==> src/rtl/fir_ctrl_pkg.sv <==
// Shared types and register-file address map for the FIR sequencing controller.
package fir_ctrl_pkg;

  typedef enum logic [2:0] {
    OP_NOP       = 3'b000,
    OP_COPY      = 3'b001,
    OP_LOAD_SMP  = 3'b010,
    OP_LOAD_COEF = 3'b011,
    OP_ADD       = 3'b100,
    OP_SUB       = 3'b101,
    OP_MUL       = 3'b110
  } op_t;

  typedef enum logic [2:0] {
    S_IDLE,
    S_LDC,
    S_STORE,
    S_ZERO,
    S_SHIFT,
    S_MUL,
    S_ACC,
    S_ERR
  } state_t;

  localparam int ACC_ADDR = 0;

  function automatic int new_addr(input int ntaps);
    return ntaps + 1;
  endfunction

  function automatic int tmp_addr(input int ntaps);
    return ntaps + 2;
  endfunction

  function automatic int coef_base(input int ntaps);
    return ntaps + 3;
  endfunction

endpackage

==> src/rtl/fir_ctrl_if.sv <==
// Control bundle between the sample/coefficient handshake, the sequencer and the FIR datapath.
interface fir_ctrl_if #(
  parameter int NTAPS  = 4,
  parameter int ADDR_W = 5
);
  localparam int CIDX_W = $clog2(NTAPS);

  logic                dr;
  logic                lc;
  logic                overflow;
  logic [NTAPS-1:0]    sign_mask;
  logic                cnt_up;
  logic                clear;
  logic                modwait;
  logic [2:0]          op;
  logic [ADDR_W-1:0]   src1;
  logic [ADDR_W-1:0]   src2;
  logic [ADDR_W-1:0]   dest;
  logic [CIDX_W-1:0]   coef_idx;
  logic                done;
  logic                err;

  modport master (
    input  dr, lc, overflow, sign_mask,
    output cnt_up, clear, modwait, op, src1, src2, dest, coef_idx, done, err
  );

  modport slave (
    output dr, lc, overflow, sign_mask,
    input  cnt_up, clear, modwait, op, src1, src2, dest, coef_idx, done, err
  );
endinterface

==> src/rtl/fir_tap_counter.sv <==
// Loadable up/down tap counter; tc flags when the count equals the supplied terminal value.
module fir_tap_counter #(
  parameter int W = 4
) (
  input  logic         clk,
  input  logic         n_rst,
  input  logic         load,
  input  logic [W-1:0] load_val,
  input  logic         inc,
  input  logic         dec,
  input  logic [W-1:0] term_val,
  output logic [W-1:0] count,
  output logic         tc
);

  logic [W-1:0] count_reg;

  always_ff @(posedge clk or negedge n_rst) begin
    if (!n_rst) begin
      count_reg <= '0;
    end else if (load) begin
      count_reg <= load_val;
    end else if (inc) begin
      count_reg <= count_reg + W'(1);
    end else if (dec) begin
      count_reg <= count_reg - W'(1);
    end
  end

  assign count = count_reg;
  assign tc    = (count_reg == term_val);

endmodule

==> src/rtl/fir_ctrl_n.sv <==
// N-tap FIR sequencer: stores a sample, shifts the delay line, then runs a signed
// multiply-accumulate over all taps; also sequences coefficient loads.
module fir_ctrl_n
  import fir_ctrl_pkg::*;
#(
  parameter int NTAPS  = 4,
  parameter int ADDR_W = 5
) (
  input  logic      clk,
  input  logic      n_rst,
  fir_ctrl_if.master bus
);

  localparam int CIDX_W = $clog2(NTAPS);
  localparam int CNT_W  = $clog2(NTAPS + 1);

  localparam logic [ADDR_W-1:0] ACC_A  = ADDR_W'(ACC_ADDR);
  localparam logic [ADDR_W-1:0] NEW_A  = ADDR_W'(new_addr(NTAPS));
  localparam logic [ADDR_W-1:0] TMP_A  = ADDR_W'(tmp_addr(NTAPS));
  localparam logic [ADDR_W-1:0] COEF_A = ADDR_W'(coef_base(NTAPS));

  localparam logic [CIDX_W-1:0] CIDX_LAST = CIDX_W'(NTAPS - 1);
  localparam logic [CNT_W-1:0]  CNT_N     = CNT_W'(NTAPS);
  localparam logic [CNT_W-1:0]  CNT_LAST  = CNT_W'(NTAPS - 1);
  localparam logic [CNT_W-1:0]  CNT_ONE   = CNT_W'(1);

  generate
    if (NTAPS < 2 || NTAPS > 13) begin : g_bad_ntaps
      $error("fir_ctrl_n: NTAPS must be in 2..13");
    end
    if (2 * NTAPS + 3 > 2 ** ADDR_W) begin : g_bad_addr
      $error("fir_ctrl_n: register map does not fit in ADDR_W");
    end
  endgenerate

  state_t              state_reg, state_next;
  logic                modwait_reg;
  logic [CIDX_W-1:0]   coef_idx_reg;
  logic [NTAPS-1:0]    sign_reg;

  logic                cnt_load, cnt_inc, cnt_dec, cnt_tc;
  logic [CNT_W-1:0]    cnt_load_val, cnt_term, cnt;
  logic [ADDR_W-1:0]   cnt_addr;
  logic [NTAPS-1:0]    tap_sel;
  logic                sign_bit;

  op_t                 op_next;
  logic [ADDR_W-1:0]   src1_next, src2_next, dest_next;
  logic                cnt_up_next, clear_next, done_next, err_next;

  // One counter serves both phases: counts j down in SHIFT, k up in MUL/ACC.
  fir_tap_counter #(.W(CNT_W)) u_tap_cnt (
    .clk      (clk),
    .n_rst    (n_rst),
    .load     (cnt_load),
    .load_val (cnt_load_val),
    .inc      (cnt_inc),
    .dec      (cnt_dec),
    .term_val (cnt_term),
    .count    (cnt),
    .tc       (cnt_tc)
  );

  assign cnt_term = (state_reg == S_SHIFT) ? CNT_ONE : CNT_LAST;
  assign cnt_addr = ADDR_W'(cnt);

  for (genvar gi = 0; gi < NTAPS; gi++) begin : g_tap_sel
    assign tap_sel[gi] = (cnt == CNT_W'(gi));
  end
  assign sign_bit = |(tap_sel & sign_reg);

  always_ff @(posedge clk or negedge n_rst) begin
    if (!n_rst) begin
      state_reg    <= S_IDLE;
      modwait_reg  <= 1'b0;
      coef_idx_reg <= '0;
      sign_reg     <= '0;
    end else begin
      state_reg   <= state_next;
      modwait_reg <= (state_next != S_IDLE) && (state_next != S_ERR);
      if (state_reg == S_LDC) begin
        coef_idx_reg <= (coef_idx_reg == CIDX_LAST) ? '0 : coef_idx_reg + CIDX_W'(1);
      end
      // The mask belongs to the sample accepted from IDLE only.
      if (state_reg == S_IDLE && !bus.lc && bus.dr) begin
        sign_reg <= bus.sign_mask;
      end
    end
  end

  always_comb begin
    state_next   = state_reg;
    cnt_load     = 1'b0;
    cnt_load_val = '0;
    cnt_inc      = 1'b0;
    cnt_dec      = 1'b0;
    case (state_reg)
      S_IDLE: begin
        if (bus.lc)      state_next = S_LDC;
        else if (bus.dr) state_next = S_STORE;
      end
      S_LDC:   state_next = S_IDLE;
      S_STORE: state_next = bus.dr ? S_ZERO : S_ERR;
      S_ZERO: begin
        state_next   = S_SHIFT;
        cnt_load     = 1'b1;
        cnt_load_val = CNT_N;
      end
      S_SHIFT: begin
        if (cnt_tc) begin
          state_next   = S_MUL;
          cnt_load     = 1'b1;
          cnt_load_val = '0;
        end else begin
          cnt_dec = 1'b1;
        end
      end
      S_MUL: state_next = S_ACC;
      S_ACC: begin
        if (bus.overflow) begin
          state_next = S_ERR;
        end else if (cnt_tc) begin
          state_next = S_IDLE;
        end else begin
          state_next = S_MUL;
          cnt_inc    = 1'b1;
        end
      end
      S_ERR: begin
        if (bus.lc)      state_next = S_LDC;
        else if (bus.dr) state_next = S_STORE;
      end
      default: state_next = S_IDLE;
    endcase
  end

  always_comb begin
    op_next     = OP_NOP;
    src1_next   = '0;
    src2_next   = '0;
    dest_next   = '0;
    cnt_up_next = 1'b0;
    clear_next  = 1'b0;
    done_next   = 1'b0;
    err_next    = 1'b0;
    case (state_reg)
      S_LDC: begin
        op_next    = OP_LOAD_COEF;
        dest_next  = COEF_A + ADDR_W'(coef_idx_reg);
        clear_next = (coef_idx_reg == '0);
      end
      S_STORE: begin
        op_next     = OP_LOAD_SMP;
        dest_next   = NEW_A;
        cnt_up_next = 1'b1;
      end
      S_ZERO: begin
        op_next   = OP_SUB;
        src1_next = ACC_A;
        src2_next = ACC_A;
        dest_next = ACC_A;
      end
      S_SHIFT: begin
        op_next   = OP_COPY;
        src1_next = cnt_tc ? NEW_A : cnt_addr - ADDR_W'(1);
        dest_next = cnt_addr;
      end
      S_MUL: begin
        op_next   = OP_MUL;
        src1_next = cnt_addr + ADDR_W'(1);
        src2_next = COEF_A + cnt_addr;
        dest_next = TMP_A;
      end
      S_ACC: begin
        op_next   = sign_bit ? OP_SUB : OP_ADD;
        src1_next = ACC_A;
        src2_next = TMP_A;
        dest_next = ACC_A;
        done_next = !bus.overflow && cnt_tc;
      end
      S_ERR:   err_next = 1'b1;
      default: ;
    endcase
  end

  assign bus.op       = op_next;
  assign bus.src1     = src1_next;
  assign bus.src2     = src2_next;
  assign bus.dest     = dest_next;
  assign bus.cnt_up   = cnt_up_next;
  assign bus.clear    = clear_next;
  assign bus.done     = done_next;
  assign bus.err      = err_next;
  assign bus.modwait  = modwait_reg;
  assign bus.coef_idx = coef_idx_reg;

endmodule

==> src/flat_wrapper.sv <==
// flat-port wrapper written by rule: the top's interface ports become plain ports
module fir_ctrl_n_flat import fir_ctrl_pkg::*;
#(
  parameter int NTAPS  = 4,
  parameter int ADDR_W = 5
)
  (clk, n_rst, bus_dr, bus_lc, bus_overflow, bus_sign_mask, bus_cnt_up, bus_clear, bus_modwait, bus_op, bus_src1, bus_src2, bus_dest, bus_coef_idx, bus_done, bus_err);
  fir_ctrl_if #(.NTAPS(NTAPS), .ADDR_W(ADDR_W)) bus_i ();
  input  logic clk;
  input  logic n_rst;
  input wire logic [$bits(bus_i.dr)-1:0] bus_dr;
  input wire logic [$bits(bus_i.lc)-1:0] bus_lc;
  input wire logic [$bits(bus_i.overflow)-1:0] bus_overflow;
  input wire logic [$bits(bus_i.sign_mask)-1:0] bus_sign_mask;
  output wire logic [$bits(bus_i.cnt_up)-1:0] bus_cnt_up;
  output wire logic [$bits(bus_i.clear)-1:0] bus_clear;
  output wire logic [$bits(bus_i.modwait)-1:0] bus_modwait;
  output wire logic [$bits(bus_i.op)-1:0] bus_op;
  output wire logic [$bits(bus_i.src1)-1:0] bus_src1;
  output wire logic [$bits(bus_i.src2)-1:0] bus_src2;
  output wire logic [$bits(bus_i.dest)-1:0] bus_dest;
  output wire logic [$bits(bus_i.coef_idx)-1:0] bus_coef_idx;
  output wire logic [$bits(bus_i.done)-1:0] bus_done;
  output wire logic [$bits(bus_i.err)-1:0] bus_err;
  assign bus_i.dr = bus_dr;
  assign bus_i.lc = bus_lc;
  assign bus_i.overflow = bus_overflow;
  assign bus_i.sign_mask = bus_sign_mask;
  assign bus_cnt_up = bus_i.cnt_up;
  assign bus_clear = bus_i.clear;
  assign bus_modwait = bus_i.modwait;
  assign bus_op = bus_i.op;
  assign bus_src1 = bus_i.src1;
  assign bus_src2 = bus_i.src2;
  assign bus_dest = bus_i.dest;
  assign bus_coef_idx = bus_i.coef_idx;
  assign bus_done = bus_i.done;
  assign bus_err = bus_i.err;
  fir_ctrl_n #(.NTAPS(NTAPS), .ADDR_W(ADDR_W)) u_core (.clk(clk), .n_rst(n_rst), .bus(bus_i));
endmodule
==> config.mk <==
export PLATFORM = sky130hd
export DESIGN_NAME = fir_ctrl_n_flat
export DESIGN_NICKNAME = d
export VERILOG_FILES = /design/src/rtl/fir_ctrl_pkg.sv /design/src/rtl/fir_ctrl_if.sv /design/src/rtl/fir_tap_counter.sv /design/src/rtl/fir_ctrl_n.sv /design/src/flat_wrapper.sv
export SDC_FILE = /design/constraint.sdc
export NUM_CORES = 1
export LEC_CHECK = 0
export ABC_AREA = 1
export BUFFER_PORTS_ARGS = -buffer_cell sky130_fd_sc_hd__buf_2
export CAP_MARGIN = 20
export CORE_MARGIN = 5
export CORE_UTILIZATION = 45
export DETAILED_ROUTE_END_ITERATION = 16
export GPL_TIMING_DRIVEN = 0
export PLACE_DENSITY = 0.86
export SYNTH_ARGS = -nofsm -noshare
export SYNTH_HDL_FRONTEND = slang
export SYNTH_SLANG_ARGS = --single-unit
==> constraint.sdc <==
create_clock -name clk -period 2.6 [get_ports clk]
set_input_delay 0.52 -clock clk [delete_from_list [all_inputs] [get_ports clk]]
set_output_delay 0.52 -clock clk [all_outputs]
set_load 0.02 [all_outputs]
Word-level counts from Yosys, hierarchy flattened
Index checks and enable logic that the tools add are counted.
{ "word_totals": {"ff_bits": 13, "input_bits": 9, "word_cells": 68, "out_inout_bits": 25} }
{ "classes": {"n_bitwise": 1, "eq_ne": 13, "add_sub_neg": 7, "n_mux": 29, "reduce_logical": 13} }
{ "ops": {"columns": ["op", "n"], "rows": [
  ["$mux 3", 10],
  ["$pmux 3 s7", 1],
  ["$pmux 5 s2", 2],
  ["$pmux 5 s4", 1],
  ["$pmux 3 s6", 1],
  ["$eq 3x2->1 const B", 4],
  ["$eq 3x3->1 const B", 4],
  ["$mux 1", 10],
  ["$eq 3x1->1 const B", 2],
  ["$logic_not 3->1", 2],
  ["$reduce_bool 3->1", 2],
  ["$mux 5", 1],
  ["$add 3x1->4 const B", 1],
  ["$add 3x2->4 const A", 1],
  ["$add 3x3->4 const A", 1],
  ["$and 4x4->4", 1],
  ["$logic_and 1x1->1", 4],
  ["$mux 2", 2],
  ["$reduce_or 4->1", 1],
  ["$sub 3x1->4 const B", 1],
  ["$add 3x1->3 const B", 1],
  ["$eq 3x3->1", 1],
  ["$ne 3x3->1 const B", 1],
  ["$sub 3x1->3 const B", 1],
  ["other kinds (6)", 7]
]} }

Longest topological paths before layout
{ "depth": {"ltp_word": 8, "mapped_depth": 16, "mapped_depth_nobuf": 14} }

Modules after synthesis
A second synthesis with hierarchy kept.
{ "unflattened": {"hier_cells": 177, "area_unflattened_um2": 1168.6} }
{ "by_module_without_submodules": {"columns": ["mod", "seq_area_each_um2", "area_per_inst_um2", "n_inst", "cells_each"], "rows": [
  ["fir_ctrl_n", 250.2, 927.1, 1, 142],
  ["fir_tap_counter", 75.1, 241.5, 1, 35]
]} }

Worst setup path before layout
No wires, ideal clock.
{ "synth_path": {"path_type": "register to register", "start": "register u_core.state_reg[0]", "end": "register u_core.u_tap_cnt.count_reg[2] (netlist: u_core.u_tap_cnt.count[2])", "arrival_time_ns": 2.350, "slack_ns": 0.121, "setup_ns": 0.129, "stages_incl_launch_ff": 17, "required_time_ns": 2.471, "cell_sequence": "dfrtp_1 buf_4 nor2_2 nand2_1 buf_2 inv_1 ha_1 nand2_1 nor2_1 nor2_1 nand2_2 fa_1 xnor2_1 nand3b_1 nand2_1 nand2_1 nand3_1"} }
{ "synth_between": {"elab_chain_cells": 8, "elab_cells_between_ends": 15, "cone_classes": "4 x eq/ne; 10 x mux; 1 x reduce/logical"} }
{ "synth_rtl": {"columns": ["item", "line", "text"], "rows": [
  ["from (decl)", "fir_ctrl_n.sv:36", "state_t state_reg, state_next;"],
  ["from (signal assigned)", "fir_ctrl_n.sv:79", "state_reg <= state_next;"],
  ["$eq 3x3->1", "fir_ctrl_n.sv:64, fir_ctrl_n.sv:97", null],
  ["$mux 2", "fir_ctrl_n.sv:64", "assign cnt_term = (state_reg == S_SHIFT) ? CNT_ONE : CNT_LAST;"],
  ["$eq 3x3->1", "fir_tap_counter.sv:31", "assign tc = (count_reg == term_val);"],
  ["$mux 1", "fir_ctrl_n.sv:110, fir_ctrl_n.sv:122", null],
  ["$mux 1", "fir_ctrl_n.sv:120", "if (bus.overflow) begin"],
  ["$mux 1", "fir_ctrl_n.sv:97", "case (state_reg)"],
  ["$mux 3", "fir_tap_counter.sv:23", "end else if (inc) begin"],
  ["$mux 3", "fir_tap_counter.sv:21", "end else if (load) begin"],
  ["to (signal assigned)", "fir_tap_counter.sv:22", "count_reg <= load_val;"],
  ["to (signal assigned)", "fir_tap_counter.sv:24", "count_reg <= count_reg + W'(1);"],
  ["to (signal assigned)", "fir_tap_counter.sv:26", "count_reg <= count_reg - W'(1);"],
  ["to (decl)", "fir_tap_counter.sv:16", "logic [W-1:0] count_reg;"]
]} }
Several ways; a longest one is shown, not always the timed one.
A chain may end at the register's enable or synchronous reset.

Worst setup path after layout
{ "layout_path": {"start": "register u_core.state_reg[0]", "end": "output bus_src1[1]"} }
{ "layout_between": {"elab_chain_cells": 5, "elab_cells_between_ends": 6, "cone_classes": "3 x eq/ne; 3 x mux"} }
{ "layout_rtl": {"columns": ["item", "line", "text"], "rows": [
  ["$eq 3x3->1", "fir_ctrl_n.sv:64, fir_ctrl_n.sv:146", null],
  ["$mux 2", "fir_ctrl_n.sv:64", null],
  ["$eq 3x3->1", "fir_tap_counter.sv:31", null],
  ["$mux 5", "fir_ctrl_n.sv:165", "src1_next = cnt_tc ? NEW_A : cnt_addr - ADDR_W'(1);"],
  ["$pmux 5 s2 *", "fir_ctrl_n.sv:146", "case (state_reg)"],
  ["to (decl)", "flat_wrapper.sv:19", "output wire logic [$bits(bus_i.src1)-1:0] bus_src1;"]
]} }
Mark *: on every way between the ends. The rest lies on a longest branch, timed or not.

==> metrics <==
layout overhead on the synthesized area=32.1%; CP arrival=1.98 ns; cells along the critical path=buf_6, nor2_4, nand2_4, buf_8, inv_2, ha_4, nand2_2, nor2_4, o31ai_2, buf_4; total number of vias=1,170; maximum number of pins on one net before global-route repair=14; fraction of synthesized cell area taken by the top area cell type=0.300; top cells by area, synth=sky130_fd_sc_hd__dfrtp_1 (30%), sky130_fd_sc_hd__ha_1 (12%), sky130_fd_sc_hd__nand2_1 (11%); Tcrit/Tclk final=0.960; outcome=finished clean; antenna diode count=0; clock latency at the later pin of the worst-skew pair=0.27 ns; ratio of total power to cell area=1440 nW/um^2; final setup TNS=0 ns; clk root buf=sky130_fd_sc_hd__clkbuf_4; TritonRoute pass-1 iters=4; worst setup path class=reg2out; wire length of the first global-routing pass=4.80 mm; clock tree from TritonCTS=built; count of mapped cells out of synthesis=146; number of CTS-inserted buffers=3; flip-flop count of the largest register, all copies and words added=4; setup skew after layout=0.000589 ns; hpwl dp=2.26 mm; static leakage=0.809 nW; number of fill cells=193; width of the die=59.1 um; Worst EP required=2.08 ns; Crit. End Element=output port; hold buffer count at cts=0; post-synthesis instance area=1080 um^2; maximum level of the CTS H-tree=1; maximum fanout count along the critical path=10; total grt overflow=0; EDFF count, synth=0; footprint of the multi-input gates=706 um^2; Setup Slack @ Placement=-0.147 ns; antenna violations before repair=0; First DRT Iteration DRCs=66; min Tclk post-route=2.50 ns; final critical-path setup slack=0.104 ns; Top FF cell, synth=sky130_fd_sc_hd__dfrtp_1; effective utilization at floorplan=0.481; floorplan die area=3490 um^2; ratio of routed vias to standard cells=5.39; Max Fclk=401 MHz; routability-driven placement congestion ratio=0.854; worst hold-check slack=0.118 ns; via count of the first global-routing pass=1,130; count of clock tree sinks=13; number of slew-limit violations in the final report=0; combined flip-flop and latch cell area=327 um^2; total wirelength of the detailed-routed design=3.01 mm; type of element launching the critical path=register; number of remaining DRC errors=0; # nets final=210; Final Hold Vio Count=0; total power=2.06 mW; reported max-cap violation count=0; Core Footprint=2250 um^2; number of buffers added on ports=31; Most Frequent Cell on Critical Path=sky130_fd_sc_hd__nor2_4; top-level I/O count=34; number of rows in the core area=17; antenna viol nets, final=0; sequential-to-total area share from yosys stat=0.300; maximum buffer depth of the clock tree=2; Yosys warnings=0; fraction of the core area covered by cells at the end of the flow=0.635; RSZ-0062 raised after global routing=no; final setup violation count=0; largest voltage drop on the vdd net=0.000778 V; combined global-route utilization of all metal layers=0.177; Async SR Flop Fraction=1.00; ratio of cells with drive above 1 in the final layout=0.365; overall die height=59.1 um; register bit count reported by yosys=13; cell accounting for the most synthesized area=sky130_fd_sc_hd__dfrtp_1; Slowest Stage Delay on Critical Path=0.38 ns; clock slew at reported path FFs=0.08 ns; Avg Cell Area, Syn=7.42 um^2; Wirelength per Cell=13.9 um; Hold Path Class=in2async; CP max stage cell=sky130_fd_sc_hd__dfrtp_1; Yosys cell types=30
-- cells in the final DEF (no fill, tap or decap) --
| cell | count |
|---|---|
| sky130_fd_sc_hd__o22ai_1 | 1 |
| sky130_fd_sc_hd__fa_2 | 1 |
| sky130_fd_sc_hd__o31ai_2 | 1 |
| sky130_fd_sc_hd__a21oi_1 | 4 |
| sky130_fd_sc_hd__nand3b_1 | 1 |
| sky130_fd_sc_hd__clkbuf_1 | 1 |
| sky130_fd_sc_hd__nand3_2 | 2 |
| sky130_fd_sc_hd__clkbuf_4 | 3 |
| sky130_fd_sc_hd__nor2_1 | 12 |
| sky130_fd_sc_hd__buf_4 | 11 |
| sky130_fd_sc_hd__o221ai_1 | 2 |
| sky130_fd_sc_hd__nand4_1 | 1 |
| sky130_fd_sc_hd__nor2_4 | 2 |
| sky130_fd_sc_hd__conb_1 | 2 |
| sky130_fd_sc_hd__and2_1 | 1 |
| sky130_fd_sc_hd__mux2_2 | 4 |
| sky130_fd_sc_hd__ha_4 | 1 |
| sky130_fd_sc_hd__a22oi_1 | 1 |
| sky130_fd_sc_hd__buf_6 | 1 |
| sky130_fd_sc_hd__nor3_1 | 1 |
| sky130_fd_sc_hd__o21ai_1 | 1 |
| sky130_fd_sc_hd__nand2_2 | 2 |
| sky130_fd_sc_hd__ha_1 | 9 |
| sky130_fd_sc_hd__buf_8 | 1 |
| sky130_fd_sc_hd__inv_1 | 18 |
| sky130_fd_sc_hd__inv_2 | 3 |
| sky130_fd_sc_hd__xnor2_1 | 1 |
| sky130_fd_sc_hd__a21oi_2 | 1 |
| sky130_fd_sc_hd__nor2_2 | 2 |
| sky130_fd_sc_hd__nand2_1 | 29 |
| sky130_fd_sc_hd__a31oi_1 | 1 |
| sky130_fd_sc_hd__nand2_4 | 1 |
| sky130_fd_sc_hd__xnor2_2 | 1 |
| sky130_fd_sc_hd__nor3_4 | 1 |
| sky130_fd_sc_hd__nand3_1 | 13 |
| sky130_fd_sc_hd__buf_2 | 30 |
| sky130_fd_sc_hd__o21ai_0 | 9 |
| sky130_fd_sc_hd__dfrtp_1 | 12 |
| sky130_fd_sc_hd__dfrtp_2 | 1 |
-- Yosys cell counts, types with 2 or more instances --
library cell	count
sky130_fd_sc_hd__buf_4	3
sky130_fd_sc_hd__a21oi_1	4
sky130_fd_sc_hd__nand3_2	2
sky130_fd_sc_hd__nand2_1	31
sky130_fd_sc_hd__mux2_2	4
sky130_fd_sc_hd__inv_2	2
sky130_fd_sc_hd__nand3_1	13
sky130_fd_sc_hd__xnor2_1	2
sky130_fd_sc_hd__buf_2	2
sky130_fd_sc_hd__nor2_1	15
sky130_fd_sc_hd__ha_1	10
sky130_fd_sc_hd__inv_1	19
sky130_fd_sc_hd__o21ai_0	9
sky130_fd_sc_hd__o221ai_1	2
sky130_fd_sc_hd__dfrtp_1	13
-- repair_timing --
item | in CTS | in global routing
pin swaps | 4 | 3
cloned | 0 | 0
gates resized for setup | 6 | 14
setup endpoints to repair | 5 | 6
endpoints found under the hold margin | 0 | 0
setup buffers | 4 | 3
-- metrics by stage --
step / instances / instance area [um^2]
global placement: 206 / 1280
CTS: 214 / 1350
finish: 217 / 1430
global route: 217 / 1430
detailed placement: 206 / 1280
floorplan: 147 / 1090
-- logic make-up (layout without fill, tap and decap cells) --
| group | count (synthesis) | count (layout) | synth area share |
|---|---|---|---|
| muxes | 4 | 4 | 0.0416 |
| and+or+nand+nor | 68 | 68 | 0.288 |
| adders and majority gates | 11 | 11 | 0.134 |
| buffers and inverters | 26 | 68 | 0.103 |
| DFF | 13 | 13 | 0.300 |
| AOI/OAI and AO/OA | 21 | 21 | 0.114 |
| xor gates and xnor gates | 2 | 2 | 0.0162 |
| other | 1 | 2 | 0.00346 |
-- final cells by class --
class / count / area share
inverter: 21 / 0.0551
multi-input combinational: 108 / 0.493
clock buffer: 4 / 0.0184
sequential: 13 / 0.228
timing repair buffer: 38 / 0.149
tap: 28 / 0.0245
buffer: 5 / 0.0323
-- per-layer routing --
| layer | global-route usage | share of wire | vias to the layer above |
|---|---|---|---|
| li1 | - | - | 561 |
| met1 | 0.203 | 0.40 | 534 |
| met2 | 0.309 | 0.48 | 61 |
| met3 | 0.0240 | 0.080 | 14 |
| met4 | 0.107 | 0.036 | 0 |
| met5 | 0 | 0 | - |
-- final timing paths --
| kind | slack [ns] | cells after the start | end | startpoint |
|---|---|---|---|---|
| min in group clk | 0.47 | 2 | u_core.sign_reg[3]$_DFFE_PN0P_ | bus_sign_mask[3] |
| hold / removal | 0.12 | 1 | u_core.u_tap_cnt.count[1]$_DFFE_PN0P_ | n_rst |
| setup / recovery | 0.10 | 10 | bus_src1[1] | u_core.state_reg[0]$_DFF_PN0_ |
| hold reg to reg | 0.52 | 1 | u_core.sign_reg[0]$_DFFE_PN0P_ | u_core.sign_reg[0]$_DFFE_PN0P_ |
| max in group asynchronous | 2.24 | 1 | u_core.u_tap_cnt.count[0]$_DFFE_PN0P_ | n_rst |
| setup reg to reg | 0.12 | 16 | u_core.u_tap_cnt.count[2]$_DFFE_PN0P_ | u_core.state_reg[0]$_DFF_PN0_ |
-- worst max-delay path: cells and delay by family (launching register included) --
family,cells,cell delay [ns]
simple gates,4,0.38
buf+inv,4,0.53
compound gates,1,0.22
flops,1,0.38
fa+ha+maj,1,0.20
-- report_power, final --
part           internal, mW  switching, mW
combinational         0.582          0.927
clock                0.0595         0.0661
sequential            0.308          0.117
total                 0.950           1.11
No activity file was read; power rests on OpenSTA's default activity.
